File: src/rtl/pulse_train_gen.sv
// pulse_train_gen: multi-channel one-shot / continuous pulse-train generator.
// Ports:
//   clock, reset_n             system clock, async active-low reset
//   cfg_width, cfg_period      per-channel width / period, CNT_W bits each
//   cfg_mode                   per-channel 0 = one-shot, 1 = continuous
//   start, stop                per-channel start / abort requests
//   pulse, busy, done          per-channel outputs
// Build option: define PULSE_GEN_REG_OUT_EN to drive the outputs from flops,
// which adds exactly one cycle of latency to every output edge.
module pulse_train_gen #(
    parameter int CHANNELS = 4,
    parameter int CNT_W    = 8
) (
    input  logic                      clock,
    input  logic                      reset_n,
    input  logic [CHANNELS*CNT_W-1:0] cfg_width,
    input  logic [CHANNELS*CNT_W-1:0] cfg_period,
    input  logic [CHANNELS-1:0]       cfg_mode,
    input  logic [CHANNELS-1:0]       start,
    input  logic [CHANNELS-1:0]       stop,
    output logic [CHANNELS-1:0]       pulse,
    output logic [CHANNELS-1:0]       busy,
    output logic [CHANNELS-1:0]       done
);

    typedef enum logic [1:0] {
        S_IDLE = 2'd0,
        S_HIGH = 2'd1,
        S_LOW  = 2'd2
    } state_t;

    state_t           r_state     [CHANNELS];
    state_t           w_state_nxt [CHANNELS];
    logic [CNT_W-1:0] r_cnt       [CHANNELS];
    logic [CNT_W-1:0] w_cnt_nxt   [CHANNELS];
    logic [CNT_W-1:0] r_w         [CHANNELS];
    logic [CNT_W-1:0] w_w_nxt     [CHANNELS];
    logic [CNT_W-1:0] r_p         [CHANNELS];
    logic [CNT_W-1:0] w_p_nxt     [CHANNELS];
    logic [CNT_W-1:0] w_cfg_w     [CHANNELS];
    logic [CNT_W-1:0] w_cfg_p     [CHANNELS];
    logic [CHANNELS-1:0] r_mode;
    logic [CHANNELS-1:0] w_mode_nxt;
    logic [CHANNELS-1:0] r_done;
    logic [CHANNELS-1:0] w_done_nxt;
    logic [CHANNELS-1:0] w_launch;
    logic [CHANNELS-1:0] w_pulse;
    logic [CHANNELS-1:0] w_busy;

    // Per-channel config slices; the latched period is clamped to the width
    // so a period shorter than the pulse still yields a well-formed train.
    genvar gi;
    generate
        for (gi = 0; gi < CHANNELS; gi++) begin : g_cfg
            logic [CNT_W-1:0] w_raw_p;
            assign w_cfg_w[gi]  = cfg_width[gi*CNT_W +: CNT_W];
            assign w_raw_p      = cfg_period[gi*CNT_W +: CNT_W];
            assign w_cfg_p[gi]  = (w_raw_p > w_cfg_w[gi]) ? w_raw_p : w_cfg_w[gi];
            assign w_launch[gi] = start[gi] & ~stop[gi] & (|w_cfg_w[gi]);
        end
    endgenerate

    always_comb begin
        logic w_end;
        w_end = 1'b0;
        for (int i = 0; i < CHANNELS; i++) begin
            w_state_nxt[i] = r_state[i];
            w_cnt_nxt[i]   = r_cnt[i];
            w_w_nxt[i]     = r_w[i];
            w_p_nxt[i]     = r_p[i];
            w_mode_nxt[i]  = r_mode[i];
            w_done_nxt[i]  = 1'b0;
            w_end          = 1'b0;
            unique case (r_state[i])
                S_IDLE: begin
                    if (w_launch[i]) begin
                        w_state_nxt[i] = S_HIGH;
                        w_cnt_nxt[i]   = CNT_W'(1);
                        w_w_nxt[i]     = w_cfg_w[i];
                        w_p_nxt[i]     = w_cfg_p[i];
                        w_mode_nxt[i]  = cfg_mode[i];
                    end
                end
                S_HIGH: begin
                    if (stop[i]) begin
                        w_state_nxt[i] = S_IDLE;
                        w_cnt_nxt[i]   = '0;
                    end else if (r_cnt[i] == r_w[i]) begin
                        if (r_p[i] > r_w[i]) begin
                            w_state_nxt[i] = S_LOW;
                            w_cnt_nxt[i]   = r_cnt[i] + CNT_W'(1);
                        end else begin
                            w_end = 1'b1;
                        end
                    end else begin
                        w_cnt_nxt[i] = r_cnt[i] + CNT_W'(1);
                    end
                end
                S_LOW: begin
                    if (stop[i]) begin
                        w_state_nxt[i] = S_IDLE;
                        w_cnt_nxt[i]   = '0;
                    end else if (r_cnt[i] == r_p[i]) begin
                        w_end = 1'b1;
                    end else begin
                        w_cnt_nxt[i] = r_cnt[i] + CNT_W'(1);
                    end
                end
                default: begin
                    w_state_nxt[i] = S_IDLE;
                    w_cnt_nxt[i]   = '0;
                end
            endcase
            // A one-shot period end doubles as an idle slot, so a start seen
            // on that same edge restarts the channel without a dead cycle.
            if (w_end) begin
                if (r_mode[i]) begin
                    w_state_nxt[i] = S_HIGH;
                    w_cnt_nxt[i]   = CNT_W'(1);
                end else begin
                    w_done_nxt[i] = 1'b1;
                    if (w_launch[i]) begin
                        w_state_nxt[i] = S_HIGH;
                        w_cnt_nxt[i]   = CNT_W'(1);
                        w_w_nxt[i]     = w_cfg_w[i];
                        w_p_nxt[i]     = w_cfg_p[i];
                        w_mode_nxt[i]  = cfg_mode[i];
                    end else begin
                        w_state_nxt[i] = S_IDLE;
                        w_cnt_nxt[i]   = '0;
                    end
                end
            end
        end
    end

    always_ff @(posedge clock or negedge reset_n) begin
        if (!reset_n) begin
            for (int i = 0; i < CHANNELS; i++) begin
                r_state[i] <= S_IDLE;
                r_cnt[i]   <= '0;
                r_w[i]     <= '0;
                r_p[i]     <= '0;
            end
            r_mode <= '0;
            r_done <= '0;
        end else begin
            for (int i = 0; i < CHANNELS; i++) begin
                r_state[i] <= w_state_nxt[i];
                r_cnt[i]   <= w_cnt_nxt[i];
                r_w[i]     <= w_w_nxt[i];
                r_p[i]     <= w_p_nxt[i];
            end
            r_mode <= w_mode_nxt;
            r_done <= w_done_nxt;
        end
    end

    always_comb begin
        w_pulse = '0;
        w_busy  = '0;
        for (int i = 0; i < CHANNELS; i++) begin
            w_pulse[i] = (r_state[i] == S_HIGH);
            w_busy[i]  = (r_state[i] != S_IDLE);
        end
    end

`ifdef PULSE_GEN_REG_OUT_EN
    logic [CHANNELS-1:0] r_pulse_q;
    logic [CHANNELS-1:0] r_busy_q;
    logic [CHANNELS-1:0] r_done_q;

    always_ff @(posedge clock or negedge reset_n) begin
        if (!reset_n) begin
            r_pulse_q <= '0;
            r_busy_q  <= '0;
            r_done_q  <= '0;
        end else begin
            r_pulse_q <= w_pulse;
            r_busy_q  <= w_busy;
            r_done_q  <= r_done;
        end
    end

    assign pulse = r_pulse_q;
    assign busy  = r_busy_q;
    assign done  = r_done_q;
`else
    assign pulse = w_pulse;
    assign busy  = w_busy;
    assign done  = r_done;
`endif

endmodule

File: config.mk
export PLATFORM = sky130hd
export DESIGN_NAME = pulse_train_gen
export DESIGN_NICKNAME = d
export VERILOG_FILES = /design/src/rtl/pulse_train_gen.sv
export SDC_FILE = /design/constraint.sdc
export NUM_CORES = 1
export LEC_CHECK = 0
export CAP_MARGIN = 5
export CORE_MARGIN = 1
export CORE_UTILIZATION = 63
export DETAILED_ROUTE_END_ITERATION = 8
export PLACE_DENSITY = 0.87
export SLEW_MARGIN = 20
export SYNTH_ARGS = -nofsm -noshare
export SYNTH_HDL_FRONTEND = slang
export SYNTH_SLANG_ARGS = --single-unit
File: constraint.sdc
create_clock -name clock -period 5.6 [get_ports clock]
set_input_delay 1.12 -clock clock [delete_from_list [all_inputs] [get_ports clock]]
set_output_delay 1.12 -clock clock [all_outputs]
set_load 0.01 [all_outputs]
==> results of run 1 <==
[stage by stage]
| stage | worst slack, ns | area (um2) | hold slack, ns | std cells | utilization (%) |
|---|---|---|---|---|---|
| after global routing | 2.04 | 9800 | 0.525 | 1184 | 74.3 |
| after global placement | 1.89 | 9440 | 0.478 | 1168 | 71.6 |
| after floorplan | 2.65 | 8500 | 0.445 | 937 | - |
| after detailed placement | 1.81 | 9440 | 0.486 | 1168 | 71.6 |
| final | 2.18 | 9800 | 0.504 | 1184 | 74.3 |
| after CTS | 2.18 | 9790 | 0.504 | 1184 | 74.2 |
[metal layers]
layer,up-vias,part of all wire (%),track usage [%]
met2,151,50,47.8
met4,0,1.6,7.53
met1,3274,45,35.1
met5,-,0,0
li1,3420,-,-
met3,28,3.3,4.68
[synth_stat cells, types with 24 or more instances]
cell     count
dfrtp_1    112
mux2i_1     44
nor2_1      56
nand2_1     72
mux2_2      28
o21ai_0     67
inv_1       84
xnor2_1     36
ha_1        88
nand4_1     25
xor2_1      24
a21oi_1     51
[layout by cell type (no fill, tap or decap), types with 17 or more instances in the layout]
cell type	instances
a21oi_1	50
and3_1	17
clkdlybuf4s50_1	88
dfrtp_1	112
ha_1	88
inv_1	84
mux2_2	28
mux2i_1	44
nand2_1	72
nand2b_1	19
nand4_1	25
nor2_1	56
nor2b_1	20
o21ai_0	67
xnor2_1	36
xor2_1	24
[power breakdown]
part | switching, mW | total (mW) | internal, mW | leakage [nW]
clock network | 0.305 | 0.757 | 0.452 | 0.169
logic | 1.07 | 2.04 | 0.968 | 3.00
registers | 0.328 | 1.44 | 1.11 | 1.39
total | 1.70 | 4.24 | 2.53 | 4.56
[cell type report]
cell class / count / area share [%]
clock buffer: 10 / 2.44
multi-input combinational: 705 / 53.1
inverter: 84 / 3.22
clock inverter: 6 / 1.17
timing repair buffer: 91 / 9.22
sequential: 112 / 28.6
tap: 176 / 2.25
[final timing paths]
| kind | cells past startpoint | endpoint | from |
|---|---|---|---|
| setup / recovery | 9 | r_p[22]$_DFF_PN0_ | cfg_width[15] |
| hold / removal | 1 | done[2]$_DFF_PN0_ | r_mode[2]$_DFF_PN0_ |
| setup reg to reg | 8 | r_w[8]$_DFF_PN0_ | r_w[13]$_DFF_PN0_ |
| hold reg to reg | 1 | done[2]$_DFF_PN0_ | r_mode[2]$_DFF_PN0_ |
| max in group asynchronous | 2 | r_w[3]$_DFF_PN0_ | reset_n |
| min in group asynchronous | 1 | r_p[31]$_DFF_PN0_ | reset_n |
[logic make-up (layout without fill, tap and decap cells)]
kind of cell,Yosys count,in the layout
AND/OR/NAND/NOR,289,289
AO/OA/AOI/OAI,188,188
buffers and inverters,120,191
flip-flops,112,112
adder cells (fa/ha/maj),88,88
multiplexers,76,76
XOR/XNOR,64,64
[registers in the layout, indices dropped and copies added (netlist names)]
register / count
r_mode: 4
r_p: 32
r_cnt: 32
r_state: 8
done: 4
r_w: 32
==> results.json, run 1 <==
{
  "setup_violations": 0,
  "die_w_um": 118,
  "slowest_delay_ns": 0.53,
  "clock_latency_ns": 0.35,
  "slew_viol_final": 0,
  "clockBufferDepth": 2,
  "synthAdderAreaFrac_pct": 13.0,
  "antenna_cells": 0,
  "synth_largest_type_area_fraction_pct": 33.0,
  "synth-seq-area-share_pct": 33.0,
  "cp.required_ns": 5.84,
  "ff2ff_setup_slack_ns": 2.76,
  "final-seq-area_um2": 2800,
  "nets": 1169,
  "areaGrowthSynthToFinish_pct": 15.3,
  "wire_per_inst_um": 15.1,
  "synth_top_family_by_area": "simple AND/OR/NAND/NOR gates",
  "gp_congestion": 0.919,
  "ys_types": 55,
  "drive_gt1_share_pct": 7.34,
  "cp-start-kind": "input pin",
  "clkSinkCount": 112,
  "drv_cap": 0,
  "htree_levels": 3,
  "synth-simple-area-share_pct": 17.8,
  "worst_pin_slew_ns": 0.820,
  "root_buffer": "clkbuf_16",
  "num_rows": 42,
  "synth_warnings": 0,
  "track_usage_pct": 27.4,
  "synth_area_leaders": "dfrtp_1, ha_1, mux2i_1, o21ai_0, inv_1",
  "cts_made_buffers": 9,
  "relSlewSlack_pct": 45.1,
  "synth_xor_area_share_pct": 6.95,
  "initial_core_util_pct": 64.4,
  "clkTransAtPathRegs_ns": 0.08,
  "muxShareOfSynthArea_pct": 9.60,
  "tns_ns": 0,
  "ir_worst_vdd_mv": 0.274,
  "synth-async-reset-ratio_pct": 100,
  "grt_setup_unrepaired": "no",
  "post_cts_resized": 0,
  "ctsHoldBuffers": 0,
  "fin_total_pwr_mw": 4.24,
  "first_iter_violations": 435,
  "path_buf_inv": 2,
  "dieHeight_um": 118,
  "max_freq_mhz": 292,
  "leakagePower_nw": 4.56,
  "status": "finished, final reports clean",
  "port_buffers": 89,
  "endpoint_kind": "flip-flop",
  "first_pass_iters": 7,
  "synth-edff-count": 0,
  "syn_nets": 1103,
  "grt_pass1_wl_mm": 31.5,
  "boundaryPins": 90,
  "critical_path.max_fanout": 8,
  "synthCells": 937,
  "dp_hpwl_mm": 13.8,
  "power.density_nw_per_um2": 432,
  "finalHoldViolations": 0,
  "synth_flop_cell": "dfrtp_1",
  "coreArea_um2": 13200,
  "crit_path_cell_trace": "clkdlybuf4s50_1 -> inv_1 -> ha_1 -> nand2_1 -> o21ai_0 -> mux2i_1 -> nor2_1 -> mux2_2 -> mux2_4",
  "first_global_vias": 6894,
  "crit_family": "multiplexers",
  "post_cts_buffers": 0,
  "syn_area_per_cell_um2": 9.07,
  "wl_mm": 17.9,
  "fin_skew_ns": 0.00726,
  "viasPerCell": 5.80,
  "worstPathArrival_ns": 3.66,
  "antenna_found_initial": 0,
  "period_minus_slack_ns": 3.42,
  "nFillCells": 937,
  "dieArea_um2": 14000,
  "yosysTopAreaCell": "dfrtp_1",
  "slowest_stage": "nor2_1",
  "hold_class": "reg2reg",
  "gr-total-overflow": 0,
  "ant_nets": 0,
  "synth_seq_cells": 112,
  "drt_drc_violations_left": 0,
  "multi_input_comb_area_um2": 5200,
  "critPathKind": "in2reg",
  "cts_tree": "built",
  "syn_area_um2": 8500,
  "vias": 6873,
  "finalCritPeriodShare_pct": 61.1,
  "synth_compound_area_share_pct": 13.8,
  "grt_max_degree": 63
}
Note: power is estimated with default switching activity, not from simulation.
==> run 2: changes to the inputs <==
--- a/config.mk
+++ b/config.mk
@@ -7,9 +7,9 @@
 export LEC_CHECK = 0
 export CAP_MARGIN = 5
 export CORE_MARGIN = 1
-export CORE_UTILIZATION = 63
+export CORE_UTILIZATION = 58
 export DETAILED_ROUTE_END_ITERATION = 8
-export PLACE_DENSITY = 0.87
+export PLACE_DENSITY = 0.81
 export SLEW_MARGIN = 20
 export SYNTH_ARGS = -nofsm -noshare
 export SYNTH_HDL_FRONTEND = slang
==> constraint.sdc (replaced) <==
create_clock -name clock -period 3.2 [get_ports clock]
set_input_delay 0.64 -clock clock [delete_from_list [all_inputs] [get_ports clock]]
set_output_delay 0.64 -clock clock [all_outputs]
set_load 0.01 [all_outputs]
==> run 2 against run 1 <==
Compared with the run above:
- first-iteration DRC count down 0.69%
- hold slack worse by 0.35 ns
- combinational power up 76%
- flip-flop and latch count unchanged
- non-clock buffer count up 14
- via count up 0.31%
- cell area up 1.1%
- critical path depth unchanged
- worst setup slack worse by 2.0 ns
- cell count up 1.4%
- critical path type unchanged
- highest routed layer unchanged
==> results.json, run 2 (synthesis gave the netlist of run 1 again) <==
{
  "first_iter_violations": 432,
  "htree_levels": 3,
  "root_buffer": "clkbuf_16",
  "dp_hpwl_mm": 13.9,
  "grtUsageMet1_pct": 32.4,
  "fin_skew_ns": 0.00476,
  "cp-start-kind": "input pin",
  "antenna_cells": 0,
  "setup_violations": 0,
  "post_cts_buffers": 0,
  "coreArea_um2": 14100,
  "grtUsageMet3_pct": 5.07,
  "nets": 1183,
  "final_util_pct": 70.3,
  "slew_viol_final": 0,
  "final_common_cell": "dfrtp_1",
  "clkPwrFrac_pct": 17.4,
  "port_buffers": 89,
  "drive_gt1_share_pct": 8.52,
  "leakagePower_nw": 4.64,
  "initial_core_util_pct": 60.3,
  "antenna_found_initial": 0,
  "vias": 6894,
  "critical_path.max_fanout": 8,
  "clockBufferDepth": 2,
  "grt_pass1_wl_mm": 30.5,
  "nFillCells": 1092,
  "p_switching_mw": 2.97,
  "layout_common_cells": "dfrtp_1, ha_1, clkdlybuf4s50_1",
  "swShare_pct": 40.2,
  "boundaryPins": 90,
  "critPathKind": "in2reg",
  "hold_class": "in2async",
  "die_w_um": 123,
  "ctsHoldBuffers": 0,
  "reg_top3": "r_cnt: 32 flops, r_p: 32 flops, r_w: 32 flops",
  "slowest_stage": "nor2_1",
  "grt_max_degree": 66,
  "first_global_vias": 6570,
  "ir_worst_vdd_mv": 0.573,
  "clkTransAtPathRegs_ns": 0.07,
  "dieHeight_um": 123,
  "tns_ns": 0,
  "slowest_delay_ns": 0.57,
  "worst_pin_slew_ns": 0.852,
  "crit_path_cell_trace": "clkdlybuf4s50_1 -> inv_1 -> ha_1 -> nand2_1 -> o21ai_0 -> mux2i_1 -> nor2_1 -> mux2_2 -> mux2_4",
  "viasPerCell": 5.74,
  "pwr-share-seq_pct": 34.1,
  "endpoint_kind": "flip-flop",
  "cts_tree": "built",
  "power.density_nw_per_um2": 746,
  "period_minus_slack_ns": 3.00,
  "finalHoldViolations": 0,
  "clock_latency_ns": 0.36,
  "dieArea_um2": 15100,
  "cp.required_ns": 3.45,
  "num_rows": 43,
  "max_freq_mhz": 334,
  "grt-busiest-layer": "met2",
  "gp_congestion": 0.850,
  "clkSinkCount": 112,
  "finalCritPeriodShare_pct": 93.6,
  "p_int_mw": 4.42,
  "power_frac_comb_pct": 48.6,
  "ant_nets": 0,
  "areaGrowthSynthToFinish_pct": 16.6,
  "track_usage_pct": 25.3,
  "grt_use_met2_pct": 43.9,
  "wire_per_inst_um": 15.1,
  "relSlewSlack_pct": 43.0,
  "status": "finished, final reports clean",
  "cts_made_buffers": 9,
  "gr-total-overflow": 0,
  "drt_drc_violations_left": 0,
  "worstPathArrival_ns": 3.24,
  "wl_mm": 18.2,
  "drv_cap": 0,
  "grt_setup_unrepaired": "no",
  "first_pass_iters": 5,
  "post_cts_resized": 0
}
## run 2: through the flow
step                area, um2  setup slack (ns)  std cells  hold WS, ns  total power, mW
finish                   9910             0.204       1201        0.154             7.39
global route             9910            0.0878       1201        0.167             8.02
CTS                      9910             0.203       1201        0.158             7.41
detailed placement       9570            -0.169       1186        0.485             6.07
global placement         9570          -0.00582       1186        0.475             5.94
floorplan                8500             0.735        937        0.344             5.07
## run 2: path summary, 6_finish.rpt
path,from,end,slack [ns],cells past startpoint
max,cfg_width[15],r_p[22]$_DFF_PN0_,0.20,9
min,reset_n,r_w[30]$_DFF_PN0_,0.15,1
max reg2reg,r_w[13]$_DFF_PN0_,r_w[8]$_DFF_PN0_,0.51,8
min reg2reg,r_mode[2]$_DFF_PN0_,done[2]$_DFF_PN0_,0.49,1
max in group asynchronous,reset_n,r_p[6]$_DFF_PN0_,2.38,2
min in group clock,r_mode[2]$_DFF_PN0_,done[2]$_DFF_PN0_,0.49,1
## run 2: metal layers
layer,up-vias,routed length [um]
met5,-,0
met3,16,571
met4,0,155
met2,118,9160
li1,3444,-
met1,3316,8290
## run 2: layout make-up
class,count,area (um2),area share [%]
inverter,84,315,3.18
multi-input combinational,705,5200,52.5
clock inverter,6,109,1.10
clock buffer,9,225,2.27
timing repair buffer,105,1030,10.4
tap,180,225,2.27
sequential,112,2800,28.3
## run 2: power groups by stage
stage / Sequential [mW] / Clock [mW] / Combinational, mW
after floorplan: 2.35 / 0 / 2.72
after global placement: 2.51 / 0 / 3.43
after CTS: 2.51 / 1.31 / 3.59
after global routing: 2.59 / 1.37 / 4.07
after detailed placement: 2.53 / 0 / 3.54
final: 2.52 / 1.28 / 3.59
## run 2: worst max-delay path, delay by kind of cell
family / cells / cell delay, ns
AOI/OAI and AO/OA: 1 / 0.27
adders and majority gates: 1 / 0.31
buffers and inverters: 2 / 0.58
and+or+nand+nor: 2 / 0.63
muxes: 3 / 0.82
==> run 3: changes to the inputs <==
--- a/config.mk
+++ b/config.mk
@@ -5,11 +5,13 @@
 export SDC_FILE = /design/constraint.sdc
 export NUM_CORES = 1
 export LEC_CHECK = 0
+export ABC_AREA = 1
+export ABC_CLOCK_PERIOD_IN_PS = 3200
 export CAP_MARGIN = 5
 export CORE_MARGIN = 1
-export CORE_UTILIZATION = 58
+export CORE_UTILIZATION = 59
 export DETAILED_ROUTE_END_ITERATION = 8
-export PLACE_DENSITY = 0.81
+export PLACE_DENSITY = 0.82
 export SLEW_MARGIN = 20
 export SYNTH_ARGS = -nofsm -noshare
 export SYNTH_HDL_FRONTEND = slang
==> run 3 against run 2 <==
Compared with the run above:
- clock power is 7% lower
- global-route usage is 3.6 points higher
- power is 6.9% higher
- combinational power is 17% higher
- cell area is 10% higher
- die area is 12% higher
- routed wire length is 29% higher
- sequential share of layout area is 2.6 points lower
- critical path depth is 2 higher
- first-iteration DRC count is 59% higher
- clock skew is 0.0026 ns higher
- highest routed layer unchanged
==> results.json, run 3 <==
{
  "cp.required_ns": 3.50,
  "drt_drc_violations_left": 0,
  "drv_cap": 0,
  "ctsHoldBuffers": 0,
  "clkPwrFrac_pct": 15.1,
  "status": "finished, final reports clean",
  "final_common_cell": "nand2_1",
  "synth_largest_type_area_fraction_pct": 28.9,
  "initial_core_util_pct": 60.8,
  "pwr-share-seq_pct": 31.9,
  "critical_path.max_fanout": 9,
  "die_w_um": 130,
  "finalHoldViolations": 0,
  "yosysMostFrequentCell": "nand2_1",
  "wire_per_inst_um": 13.9,
  "clkTransAtPathRegs_ns": 0.08,
  "grt_max_degree": 51,
  "relSlewSlack_pct": 59.5,
  "port_buffers": 89,
  "netlist_top_cells_count": "nand2_1, inv_1, nand3_1",
  "syn_area_per_cell_um2": 6.94,
  "coreArea_um2": 15900,
  "fin_skew_ns": 0.00741,
  "post_cts_buffers": 0,
  "tns_ns": 0,
  "finalCritPeriodShare_pct": 76.5,
  "nFillCells": 1377,
  "grt_setup_unrepaired": "no",
  "setup_violations": 0,
  "endpoint_kind": "flip-flop",
  "synth-async-reset-ratio_pct": 100,
  "first_global_vias": 8674,
  "antenna_cells": 0,
  "vias": 9310,
  "viasPerCell": 5.52,
  "ant_nets": 0,
  "synth_warnings": 0,
  "post_cts_resized": 0,
  "dp_hpwl_mm": 18.2,
  "synth-edff-count": 0,
  "clkSinkCount": 112,
  "nets": 1631,
  "period_minus_slack_ns": 2.45,
  "layout_common_cells": "nand2_1, inv_1, nand3_1",
  "cts_made_buffers": 9,
  "clock_latency_ns": 0.36,
  "worst_slack_ns": 0.752,
  "drive_gt1_share_pct": 4.90,
  "place_area_um2": 10600,
  "num_rows": 46,
  "slew_viol_final": 0,
  "power_frac_comb_pct": 53.0,
  "dieHeight_um": 130,
  "boundaryPins": 90,
  "clockBufferDepth": 2,
  "gr-total-overflow": 0,
  "hold_class": "in2async",
  "antenna_found_initial": 0,
  "grt_pass1_wl_mm": 39.4,
  "first_pass_iters": 7,
  "htree_levels": 3,
  "yosysTopAreaCell": "dfrtp_1",
  "cp-start-kind": "input pin",
  "dpl.cell_count": 1670,
  "reg_top3": "r_cnt: 32 flops, r_p: 32 flops, r_w: 32 flops",
  "critPathKind": "in2reg",
  "ys_types": 42,
  "fin_area_um2": 10900,
  "p_switching_mw": 3.71,
  "final_util_pct": 68.4,
  "p_int_mw": 4.19,
  "worst_pin_slew_ns": 0.606,
  "syn_nets": 1564,
  "synthCells": 1398,
  "track_usage_pct": 28.9,
  "ir_worst_vdd_mv": 0.360,
  "fin_cells": 1686,
  "fin_total_pwr_mw": 7.90,
  "worstPathArrival_ns": 2.75,
  "swShare_pct": 47.0,
  "cts_tree": "built",
  "gp_congestion": 0.953,
  "syn_area_um2": 9700,
  "wl_mm": 23.4,
  "synth-seq-area-share_pct": 28.9,
  "synth_seq_cells": 112,
  "dp_slack_ns": 0.406,
  "areaGrowthSynthToFinish_pct": 12.5,
  "root_buffer": "clkbuf_16",
  "dieArea_um2": 17000,
  "power.density_nw_per_um2": 725,
  "first_iter_violations": 688,
  "leakagePower_nw": 5.71,
  "whs_ns": 0.241,
  "synth_area_leaders": "dfrtp_1, nand2_1, ha_1, nand3_1, inv_1",
  "max_freq_mhz": 408,
  "synth_flop_cell": "dfrtp_1"
}
## run 3: cell types whose count changed after synthesis, sizes merged, moves of 32 or more
cell / previous run / this run
mux2: 32 / 0
nand3: 15 / 156
inv: 84 / 178
nand2: 74 / 441
nor2: 56 / 109
mux2i: 44 / 0
## run 3: critical path, stage by stage
cell             delay, ns
clkdlybuf4s50_1       0.51
inv_1                 0.10
ha_1                  0.30
nand2_1               0.08
nor2_1                0.15
nand4_1               0.29
nand2_1               0.35
nand2_1               0.09
nand2_1               0.07
nand3_1               0.08
nand2_1               0.08
## run 3: logic make-up (layout without fill, tap and decap cells)
family / Yosys count / count (layout) / synth area share (%)
DFF: 112 / 112 / 28.9
AOI/OAI and AO/OA: 150 / 150 / 8.67
buffers and inverters: 217 / 289 / 10.2
adders and majority gates: 88 / 88 / 11.4
xor gates and xnor gates: 58 / 58 / 5.24
and+or+nand+nor: 773 / 773 / 35.7
## run 3: cell type report
cell class,instances,area (um2),area share [%]
Clock buffer,9,225,2.06
Sequential cell,112,2800,25.7
Clock inverter,7,78.8,0.723
Inverter,178,676,6.19
Timing Repair Buffer,95,946,8.67
Tap cell,216,270,2.48
Multi-Input combinational cell,1069,5910,54.2
## run 3: worst paths after layout
path / from / end / slack (ns) / depth (start not counted)
max in group asynchronous: reset_n / r_p[16]$_DFF_PN0_ / 2.22 / 2
min reg2reg: r_mode[1]$_DFF_PN0_ / done[1]$_DFF_PN0_ / 0.51 / 1
max: cfg_width[7] / r_p[25]$_DFF_PN0_ / 0.75 / 11
min in group clock: r_mode[1]$_DFF_PN0_ / done[1]$_DFF_PN0_ / 0.51 / 1
max reg2reg: r_state[2]$_DFFE_PN0P_ / r_w[13]$_DFF_PN0_ / 0.94 / 12
min: reset_n / done[2]$_DFF_PN0_ / 0.24 / 1
## run 3: layer usage
metal / part of all wire, % / vias up / global-route usage (%) / wire (um)
met5: 0 / - / 0 / 0
met4: 1.8 / 0 / 9.64 / 418
met3: 3.9 / 36 / 2.91 / 914
met2: 50 / 275 / 51.4 / 11700
met1: 44 / 4333 / 36.6 / 10400
li1: - / 4666 / - / -
## run 3: power groups by stage
stage | combinational (mW) | clock (mW) | sequential, mW
2_1_floorplan | 3.22 | 0 | 2.31
3_3_place_gp | 3.98 | 0 | 2.50
3_5_place_dp | 4.12 | 0 | 2.52
4_1_cts | 4.16 | 1.21 | 2.50
5_1_grt | 4.78 | 1.26 | 2.57
6_report | 4.19 | 1.19 | 2.52
